==> src/rtl/tomasulo_pkg.sv <==
// Shared Tomasulo datapath constants, RS tag encodings and the result record
// carried from the execution units to the writeback stage.
package tomasulo_pkg;

   localparam int NUM_UNITS = 4;
   localparam int DATA_W    = 16;
   localparam int TAG_W     = 4;
   localparam int REG_AW    = 4;
   localparam int CNT_W     = 16;

   // Execution-unit slots on the CDB: two adders then two multipliers.
   localparam int UNIT_ADD0 = 0;
   localparam int UNIT_ADD1 = 1;
   localparam int UNIT_MUL0 = 2;
   localparam int UNIT_MUL1 = 3;

   typedef logic [TAG_W-1:0]  tag_t;
   typedef logic [DATA_W-1:0] data_t;
   typedef logic [REG_AW-1:0] rdest_t;

   // Tags above TAG_READY_MAX name an RS entry; at or below it means "value ready".
   localparam tag_t TAG_READY_MAX = 4'd7;
   localparam tag_t ADD_RS0       = 4'd8;
   localparam tag_t ADD_RS1       = 4'd9;
   localparam tag_t ADD_RS2       = 4'd10;
   localparam tag_t MUL_RS0       = 4'd11;
   localparam tag_t MUL_RS1       = 4'd12;
   localparam tag_t MUL_RS2       = 4'd13;

   typedef struct packed {
      data_t  data;
      tag_t   tag;
      rdest_t rdest;
   } result_t;

   // A result is only legal on the CDB if its tag names a real RS entry.
   function automatic logic tag_is_rs(input tag_t t);
      return t > TAG_READY_MAX;
   endfunction

endpackage

==> src/rtl/cdb_writeback_if.sv <==
// Bundle between the execution units / register-status table and the
// writeback stage. The writeback stage is the slave; its environment the master.
interface cdb_writeback_if;
   import tomasulo_pkg::*;

   logic [NUM_UNITS-1:0]        res_valid;
   logic [NUM_UNITS*DATA_W-1:0] res_data;
   logic [NUM_UNITS*TAG_W-1:0]  res_tag;
   logic [NUM_UNITS*REG_AW-1:0] res_rdest;
   logic [NUM_UNITS-1:0]        res_ready;
   logic [REG_AW-1:0]           reg_stat_addr;
   logic [TAG_W-1:0]            reg_stat_tag;
   logic                        cdb_valid;
   logic [TAG_W-1:0]            cdb_tag;
   logic [DATA_W-1:0]           cdb_data;
   logic [REG_AW-1:0]           cdb_rdest;
   logic                        rf_we;
   logic                        rs_free;
   logic [CNT_W-1:0]            bcast_count;
   logic                        err_sticky;

   modport master (
      output res_valid, res_data, res_tag, res_rdest, reg_stat_tag,
      input  res_ready, reg_stat_addr, cdb_valid, cdb_tag, cdb_data,
             cdb_rdest, rf_we, rs_free, bcast_count, err_sticky
   );

   modport slave (
      input  res_valid, res_data, res_tag, res_rdest, reg_stat_tag,
      output res_ready, reg_stat_addr, cdb_valid, cdb_tag, cdb_data,
             cdb_rdest, rf_we, rs_free, bcast_count, err_sticky
   );

endinterface

==> src/rtl/rr_arbiter4.sv <==
// Four-way round-robin arbiter: scans requests starting at the pointer and
// grants the first one found; the pointer then moves just past the winner.
module rr_arbiter4 (
   input  logic       clock1,
   input  logic       reset_n,
   input  logic [3:0] i_req,
   output logic [3:0] o_grant,
   output logic [1:0] o_gnt_idx,
   output logic       o_gnt_any
);

   logic [1:0] r_rr_ptr;
   logic [1:0] w_scan;

   // Pick the first requester at or after the pointer, wrapping 3 -> 0.
   always_comb begin
      // NOTE: every output gets a default before the loop so no path leaves it unassigned (no latch).
      o_grant   = '0;
      o_gnt_idx = '0;
      o_gnt_any = 1'b0;
      w_scan    = '0;
      for (int k = 0; k < 4; k++) begin
         w_scan = r_rr_ptr + 2'(k);
         if (!o_gnt_any && i_req[w_scan]) begin
            o_grant[w_scan] = 1'b1;
            o_gnt_idx       = w_scan;
            o_gnt_any       = 1'b1;
         end
      end
   end

   // Advance the pointer past the winner; hold when nothing is granted.
   always_ff @(posedge clock1 or negedge reset_n) begin
      // NOTE: state updates use <= so every flop samples pre-edge values regardless of block order.
      if (!reset_n)       r_rr_ptr <= '0;
      else if (o_gnt_any) r_rr_ptr <= o_gnt_idx + 2'd1;
   end

endmodule

==> src/rtl/cdb_writeback.sv <==
// Writeback / CDB stage: one holding buffer per execution unit, round-robin
// arbitration to one broadcast per cycle, RS free on every broadcast and a
// register-file write only when the register status still names the producer.
module cdb_writeback
   import tomasulo_pkg::*;
(
   input  logic            clock1,
   input  logic            reset_n,
   cdb_writeback_if.slave  bus
);

   result_t              r_buf [NUM_UNITS];
   logic [NUM_UNITS-1:0] r_buf_valid;

   logic                 r_cdb_valid;
   tag_t                 r_cdb_tag;
   data_t                r_cdb_data;
   rdest_t               r_cdb_rdest;
   logic                 r_rf_we;
   logic                 r_rs_free;
   logic [CNT_W-1:0]     r_bcast_count;
   logic                 r_err_sticky;

   result_t              w_in [NUM_UNITS];
   logic [NUM_UNITS-1:0] w_ready;
   logic [NUM_UNITS-1:0] w_accept;
   logic [NUM_UNITS-1:0] w_load;
   logic                 w_illegal;
   logic [NUM_UNITS-1:0] w_grant;
   logic [1:0]           w_gnt_idx;
   logic                 w_gnt_any;
   result_t              w_gnt_buf;

   rr_arbiter4 u_arb (
      .clock1    (clock1),
      .reset_n   (reset_n),
      .i_req     (r_buf_valid),
      .o_grant   (w_grant),
      .o_gnt_idx (w_gnt_idx),
      .o_gnt_any (w_gnt_any)
   );

   // Unpack unit inputs; a buffer accepts when empty or being drained this cycle.
   always_comb begin
      w_illegal = 1'b0;
      for (int i = 0; i < NUM_UNITS; i++) begin
         w_in[i].data  = bus.res_data[i*DATA_W +: DATA_W];
         w_in[i].tag   = bus.res_tag[i*TAG_W +: TAG_W];
         w_in[i].rdest = bus.res_rdest[i*REG_AW +: REG_AW];
         w_ready[i]    = !r_buf_valid[i] || w_grant[i];
         w_accept[i]   = bus.res_valid[i] && w_ready[i];
         w_load[i]     = w_accept[i] && tag_is_rs(w_in[i].tag);
         if (w_accept[i] && !tag_is_rs(w_in[i].tag)) w_illegal = 1'b1;
      end
   end

   assign w_gnt_buf         = r_buf[w_gnt_idx];
   assign bus.res_ready     = w_ready;
   assign bus.reg_stat_addr = w_gnt_any ? w_gnt_buf.rdest : '0;

   // Buffer occupancy: drained by a grant, refilled by a legal accept (both may coincide).
   always_ff @(posedge clock1 or negedge reset_n) begin
      if (!reset_n) r_buf_valid <= '0;
      else          r_buf_valid <= (r_buf_valid & ~w_grant) | w_load;
   end

   // Buffer payload; only meaningful while its valid bit is set.
   always_ff @(posedge clock1) begin
      // NOTE: payload storage has no reset; the valid bits alone decide whether it is ever read.
      for (int i = 0; i < NUM_UNITS; i++) begin
         if (w_load[i]) r_buf[i] <= w_in[i];
      end
   end

   // Broadcast registers, RS free / RF write strobes, counter and error flag.
   always_ff @(posedge clock1 or negedge reset_n) begin
      if (!reset_n) begin
         r_cdb_valid   <= 1'b0;
         r_cdb_tag     <= '0;
         r_cdb_data    <= '0;
         r_cdb_rdest   <= '0;
         r_rf_we       <= 1'b0;
         r_rs_free     <= 1'b0;
         r_bcast_count <= '0;
         r_err_sticky  <= 1'b0;
      end else begin
         r_cdb_valid <= w_gnt_any;
         r_rs_free   <= w_gnt_any;
         // A renamed destination still frees the RS but must not clobber the newer value.
         r_rf_we     <= w_gnt_any && (bus.reg_stat_tag == w_gnt_buf.tag);
         if (w_gnt_any) begin
            r_cdb_tag   <= w_gnt_buf.tag;
            r_cdb_data  <= w_gnt_buf.data;
            r_cdb_rdest <= w_gnt_buf.rdest;
            if (r_bcast_count != {CNT_W{1'b1}}) r_bcast_count <= r_bcast_count + 1'b1;
         end
         if (w_illegal) r_err_sticky <= 1'b1;
      end
   end

   assign bus.cdb_valid   = r_cdb_valid;
   assign bus.cdb_tag     = r_cdb_tag;
   assign bus.cdb_data    = r_cdb_data;
   assign bus.cdb_rdest   = r_cdb_rdest;
   assign bus.rf_we       = r_rf_we;
   assign bus.rs_free     = r_rs_free;
   assign bus.bcast_count = r_bcast_count;
   assign bus.err_sticky  = r_err_sticky;

endmodule

==> src/flat_wrapper.sv <==
// flat-port wrapper written by rule: the top's interface ports become plain ports
module cdb_writeback_flat import tomasulo_pkg::*;
  (clock1, reset_n, bus_res_valid, bus_res_data, bus_res_tag, bus_res_rdest, bus_reg_stat_tag, bus_res_ready, bus_reg_stat_addr, bus_cdb_valid, bus_cdb_tag, bus_cdb_data, bus_cdb_rdest, bus_rf_we, bus_rs_free, bus_bcast_count, bus_err_sticky);
  cdb_writeback_if bus_i ();
  input  logic clock1;
  input  logic reset_n;
  input wire logic [$bits(bus_i.res_valid)-1:0] bus_res_valid;
  input wire logic [$bits(bus_i.res_data)-1:0] bus_res_data;
  input wire logic [$bits(bus_i.res_tag)-1:0] bus_res_tag;
  input wire logic [$bits(bus_i.res_rdest)-1:0] bus_res_rdest;
  input wire logic [$bits(bus_i.reg_stat_tag)-1:0] bus_reg_stat_tag;
  output wire logic [$bits(bus_i.res_ready)-1:0] bus_res_ready;
  output wire logic [$bits(bus_i.reg_stat_addr)-1:0] bus_reg_stat_addr;
  output wire logic [$bits(bus_i.cdb_valid)-1:0] bus_cdb_valid;
  output wire logic [$bits(bus_i.cdb_tag)-1:0] bus_cdb_tag;
  output wire logic [$bits(bus_i.cdb_data)-1:0] bus_cdb_data;
  output wire logic [$bits(bus_i.cdb_rdest)-1:0] bus_cdb_rdest;
  output wire logic [$bits(bus_i.rf_we)-1:0] bus_rf_we;
  output wire logic [$bits(bus_i.rs_free)-1:0] bus_rs_free;
  output wire logic [$bits(bus_i.bcast_count)-1:0] bus_bcast_count;
  output wire logic [$bits(bus_i.err_sticky)-1:0] bus_err_sticky;
  assign bus_i.res_valid = bus_res_valid;
  assign bus_i.res_data = bus_res_data;
  assign bus_i.res_tag = bus_res_tag;
  assign bus_i.res_rdest = bus_res_rdest;
  assign bus_i.reg_stat_tag = bus_reg_stat_tag;
  assign bus_res_ready = bus_i.res_ready;
  assign bus_reg_stat_addr = bus_i.reg_stat_addr;
  assign bus_cdb_valid = bus_i.cdb_valid;
  assign bus_cdb_tag = bus_i.cdb_tag;
  assign bus_cdb_data = bus_i.cdb_data;
  assign bus_cdb_rdest = bus_i.cdb_rdest;
  assign bus_rf_we = bus_i.rf_we;
  assign bus_rs_free = bus_i.rs_free;
  assign bus_bcast_count = bus_i.bcast_count;
  assign bus_err_sticky = bus_i.err_sticky;
  cdb_writeback u_core (.clock1(clock1), .reset_n(reset_n), .bus(bus_i));
endmodule
==> config.mk <==
export PLATFORM = sky130hd
export DESIGN_NAME = cdb_writeback_flat
export DESIGN_NICKNAME = d
export VERILOG_FILES = /design/src/rtl/tomasulo_pkg.sv /design/src/rtl/cdb_writeback_if.sv /design/src/rtl/rr_arbiter4.sv /design/src/rtl/cdb_writeback.sv /design/src/flat_wrapper.sv
export SDC_FILE = /design/constraint.sdc
export NUM_CORES = 1
export LEC_CHECK = 0
export CAP_MARGIN = 20
export CORE_AREA = 2 2 111 113
export CTS_BUF_LIST = sky130_fd_sc_hd__clkbuf_4 sky130_fd_sc_hd__clkbuf_8 sky130_fd_sc_hd__clkbuf_16
export DETAILED_ROUTE_END_ITERATION = 10
export DIE_AREA = 0 0 113 115
export GPL_ROUTABILITY_DRIVEN = 0
export GPL_TIMING_DRIVEN = 0
export PLACE_DENSITY_LB_ADDON = 0.12
export SETUP_SLACK_MARGIN = 0.2
export SYNTH_ARGS = -nofsm -noshare
export SYNTH_HDL_FRONTEND = slang
export SYNTH_SLANG_ARGS = --single-unit
export TNS_END_PERCENT = 20
==> constraint.sdc <==
create_clock -name clock1 -period 7.41 [get_ports clock1]
set_input_delay 1.482 -clock clock1 [delete_from_list [all_inputs] [get_ports clock1]]
set_output_delay 1.482 -clock clock1 [all_outputs]
set_load 0.02 [all_outputs]
=== Word-level counts from Yosys, hierarchy flattened ===
Memory sizes are Yosys's and may differ from the RTL's.
Cells that the tools add are included.

* Register bits: 49
* RAM bits: 96
* Word-level logic and storage cells: 112
* Memories: 1

* $add $sub $neg: 5
* Order comparisons: 12
* Equal/unequal tests: 2
* Muxes and demuxes: 41
* Bitwise gates (word level): 6
* Reductions and logical operators: 36

{| class="wikitable"
|+ Memories
! memory !! words !! bits a word !! rd ports !! clocked after Yosys merged registers in !! wr ports !! line !! source
|-
| u_core.r_buf || 4 || 24 || 1 || 0 || 4 || cdb_writeback.sv:12 || <nowiki>result_t r_buf [NUM_UNITS];</nowiki>
|}

{| class="wikitable"
|+ Operators with widths
! operator !! number
|-
| 1-bit 2-to-1 mux || 24
|-
| 1-bit logical AND || 20
|-
| 4-bit 2-to-1 mux || 5
|-
| 16-bit by 1-bit adder with 16-bit output, second input constant || 1
|-
| 4-bit by 3-bit greater-than comparator with 1-bit output, second input constant || 4
|-
| 16-bit inequality test, second input constant || 1
|-
| 4-bit OR || 4
|-
| 2-bit by 3-bit < comparator with 1-bit output, second input constant || 4
|-
| 1-bit logical NOT || 11
|-
| 1-bit binary-select mux with 2-bit select || 4
|-
| 1-bit demux with 2-bit select || 4
|-
| 2-bit by 1-bit greater-or-equal comparator with 1-bit output, second input constant || 4
|-
| 2-bit 2-to-1 mux || 4
|-
| 2-bit by 1-bit adder with 2-bit output, second input constant || 2
|-
| 2-bit adder, second input constant || 2
|-
| 4-bit AND || 1
|-
| 4-bit == test || 1
|-
| 1-bit logical OR || 4
|-
| 4-bit NOT || 1
|-
| 2-bit AND reduction || 1
|}

=== Logic depth before layout (Yosys ltp) ===
* Depth after elaboration: 19
* Depth in mapped cells: 13
* Depth with buffers taken out: 9

=== Hierarchy ===
A second synthesis with hierarchy kept.

* Cell total of the unflattened synthesis: 354
* Area total of the unflattened synthesis: 6069.6 um^2

{| class="wikitable"
|+ Modules (own cells, without submodules)
! module !! times used !! cells each !! area an instance (um^2) !! sequential area each (um^2)
|-
| cdb_writeback || 1 || 293 || 5536.6 || 4058.9
|-
| rr_arbiter4 || 1 || 61 || 533.0 || 50.0
|}

=== Least setup slack after synthesis ===
OpenSTA, ideal clock, no wires.

* Path kind: register -> output
* Start: register u_core.u_arb.r_rr_ptr[0]
* End: output port bus_reg_stat_addr[2]
* Data arrival time: 3020 ps
* Data required time: 5928 ps
* Setup slack: 2908 ps
* Cell stages (with the launch flop): 11
* Cells stage by stage: dfrtp_1 buf_2 inv_1 ha_1 buf_1 mux4_2 o21ai_2 and2_4 buf_6 mux4_2 and2_4

* Word-level cells in the longest chain between the ends: 14
* Elaborated cells between the ends (all ways): 27
* Those cells by class: add/sub (3); mux (17); reduce/logical (6); memory (1)

{| class="wikitable"
|+ Ends and longest elaborated chain
! item !! line !! source
|-
| start, declared || rr_arbiter4.sv:12 || <nowiki>logic [1:0] r_rr_ptr;</nowiki>
|-
| start signal, assigned || rr_arbiter4.sv:36 || <nowiki>else if (o_gnt_any) r_rr_ptr <= o_gnt_idx + 2'd1;</nowiki>
|-
| parallel branches: the longest is 13 deep, another holds memory read 4 x 24 bit || n/a ||
|-
| 4-bit 2-to-1 mux * || cdb_writeback.sv:59 || <nowiki>assign bus.reg_stat_addr = w_gnt_any ? w_gnt_buf.rdest : '0;</nowiki>
|-
| end, declared || flat_wrapper.sv:13 || <nowiki>output wire logic [$bits(bus_i.reg_stat_addr)-1:0] bus_reg_stat_addr;</nowiki>
|}

Mark *: on every way between the ends. The select of a mux whose other input is x is not followed.

=== Final worst setup path ===
Same ends and word-level chain as after synthesis.

==> results.toml <==
[cts]
clock_latency_ps = 410
cts_tree = "yes"
clk_path_buf_depth = 2
clk_pin_slew_ps = 50
cts_sinks = 145
htree_levels = 4
cts_made_buffers = 17
cts_setup_buffers = 0
root_buffer = "clkbuf_16"
ctsResizeCount = 0
cts.hold.buffers_added = 0

[power_and_ir_drop]
p_clk_share_pct = 20.4
p_seq_share_pct = 28.4
cellLeakagePower_uw = 0.00335
power_frac_comb_pct = 51.3
p_int_uw = 2660
power.share.switching_pct = 38.5
power_uw = 4330
ir_drop_mv = 0.297
cellPowerDensity_mw_per_mm2 = 501
p_sw_uw = 1670

[yosys]
yosys_warnings = 0
synth_cell_type_count = 49
synth_seq_area_share_pct = 67.2
netlist_area_mm2 = 0.00612
syn_nets = 568
ys.flop_type = "edfxtp_1"
ys_ff_latch = 145
synth_cells = 455
synth.avg_cell_area_um2 = 13.4
synth_edf_count = 96
async_flop_share_pct = 33.8

[worst_setup_path]
cp.depth = 11
cpMaxStageDelayCell = "dfrtp_1"
rr_startpoint = "u_core.u_arb.r_rr_ptr[0]"
cp_num_buf_inv = 5
path_cells = "buf_2, inv_1, ha_1, buf_1, mux4_2, o21ai_2, and2_4, buf_6, mux4_2, and2_4, clkdlybuf4s50_1"
slowest_delay_ps = 550
crit_family = "buffers and inverters"
cp-start-kind = "flop"
cp-end-kind = "output pin"
arrival_ps = 4490
cp_max_fo = 10
ff2ff_path_depth = 10
worstPathRequired_ps = 5930
critPathKind = "flop to output pin"
r2r-end = "u_core.r_buf[1][1]"
r2r_setup_slack_ps = 3280

[placed_design]
portBuffers = 157
place_hpwl_um = 11300
dp.cells = 765
dpl_cell_area_mm2 = 0.00801

[job]
cap_viol_max_count = 0

[grt]
grt_pass1_vias = 4685
grt_use_total_pct = 25.0
antenna_found_initial = 0
grt-ovfl-total = 0
grt_pass1_wl_um = 24300
grt_max_degree = 28

[routing]
wl_per_cell_um = 19.2
first_pass_iters = 10
detail-route-antenna-nets = 0
drt_wl_total_um = 15300
remaining_drc_errors = 6
viasPerCell = 5.55
vias = 4423
drt_iter0_drc = 338

[floorplan]
die-width_um = 113
io_pins = 158
fp-row-count = 40
core_area_mm2 = 0.0118
start_util_pct = 51.8
dieHeight_um = 115
die_area_mm2 = 0.0130

[timing]
rsz0062_at_grt = "false"
worst_pin_slew_ps = 897
finalSetupViolCount = 0
skew_ps = 5.86
timing.fmax_mhz = 167
max_slew_margin_pct = 39.9
holdWs_ps = 473
fin_crit_ps = 5970
post-route-period-util_pct = 80.6
drv_slew = 0
hold_viol_final = 0
fin_setup_tns_ps = 0

[cells_and_area]
final_cell_mix = "156 x clkdlybuf4s50_1, 96 x edfxtp_1, 80 x nand2_1"
mostFrequentLayoutCell = "clkdlybuf4s50_1"
final_area_mm2 = 0.00863
antennaDiodeCount = 0
finalNonFillerCells = 797
drive_above_1_share_pct = 10.6
nets = 750
area_growth_pct = 41.1

[hold_path]
hold_start = "u_core.bus.cdb_rdest[1]"
min_to = "u_core.bus.cdb_rdest[1]"
hold_path_class = "flop to flop"
min_path_cells = 1

[outcome]
status = "finished, violations left"
violations = "DRC"
[layer usage]
metal	vias up	track usage [%]	share of wire, %
met1	2191	30.0	40
met5	-	0	0
li1	2047	-	-
met2	165	44.6	53
met3	20	6.69	5.9
met4	0	7.15	1.2
[kinds of logic after synthesis]
| family | after synthesis | synth area share, % |
|---|---|---|
| AO/OA/AOI/OAI | 66 | 8.08 |
| buffers and inverters | 34 | 2.62 |
| flip-flops | 145 | 67.2 |
| adder cells (fa/ha/maj) | 7 | 1.43 |
| multiplexers | 21 | 4.87 |
| AND/OR/NAND/NOR | 164 | 13.3 |
| XOR/XNOR | 18 | 2.58 |
[area by class of cell]
cell class / count / area (µm²)
sequential: 145 / 4110
fill: 777 / 3180
multi-input combinational: 276 / 1870
timing repair buffer: 163 / 1690
clock buffer: 23 / 489
tap: 147 / 184
clock inverter: 9 / 130
buffer: 25 / 126
inverter: 9 / 33.8
[flip-flops by register name, indices dropped and copies added (netlist names)]
register / flops
u_core.bus.bcast_count: 16
u_core.bus.cdb_data: 16
u_core.bus.cdb_rdest: 4
u_core.bus.cdb_tag: 4
u_core.bus.cdb_valid: 1
u_core.bus.err_sticky: 1
u_core.bus.rf_we: 1
u_core.r_buf: 96
u_core.r_buf_valid: 4
u_core.u_arb.r_rr_ptr: 2
[power by group through the flow]
stage               clock [µW]  combinational, µW  sequential, µW
floorplan                    0               1310            1330
global placement             0               2080            1240
detailed placement           0               2210            1240
CTS                        894               2230            1230
global route               926               2410            1250
finish                     880               2220            1230
[worst max path at each step]
stage,from,end,slack (ps)
finish,u_core.u_arb.r_rr_ptr[0],bus_reg_stat_addr[2],1440
global route,u_core.u_arb.r_rr_ptr[0],bus_reg_stat_addr[2],1200
CTS,u_core.u_arb.r_rr_ptr[0],bus_reg_stat_addr[2],1450
detailed placement,u_core.u_arb.r_rr_ptr[0],bus_reg_stat_addr[3],1930
global placement,u_core.u_arb.r_rr_ptr[0],bus_reg_stat_addr[3],1960
floorplan,u_core.u_arb.r_rr_ptr[0],bus_reg_stat_addr[2],2910
[cells in the mapped netlist, types with 3 or more instances]
| cell | n | area share, % |
|---|---|---|
| nand4_1 | 4 | 0.41 |
| xor2_1 | 6 | 0.86 |
| mux4_2 | 7 | 2.6 |
| a21oi_1 | 4 | 0.33 |
| o31ai_1 | 17 | 2.1 |
| clkbuf_1 | 10 | 0.61 |
| and3_1 | 32 | 3.3 |
| mux2i_1 | 14 | 2.3 |
| xnor2_1 | 12 | 1.7 |
| and2_4 | 3 | 0.43 |
| o21a_1 | 3 | 0.37 |
| nor4_1 | 3 | 0.31 |
| buf_2 | 8 | 0.65 |
| buf_1 | 3 | 0.18 |
| a22oi_1 | 3 | 0.37 |
| nor2_1 | 9 | 0.55 |
| inv_1 | 9 | 0.55 |
| a211oi_1 | 17 | 2.1 |
| dfrtp_1 | 49 | 20 |
| o21ai_0 | 3 | 0.25 |
| nand3_1 | 11 | 0.90 |
| a21o_1 | 6 | 0.74 |
| ha_1 | 7 | 1.4 |
| nand2_1 | 80 | 4.9 |
| nor2b_1 | 7 | 0.72 |
| edfxtp_1 | 96 | 47 |
[through the flow]
stage | setup slack, ps | util (%)
finish | 1440 | 73.1
global route | 1200 | 73.1
CTS | 1450 | 73.1
detailed placement | 1930 | 67.8
global placement | 1960 | 66.7
floorplan | 2910 | -
Power figures use the tool's default switching activity.
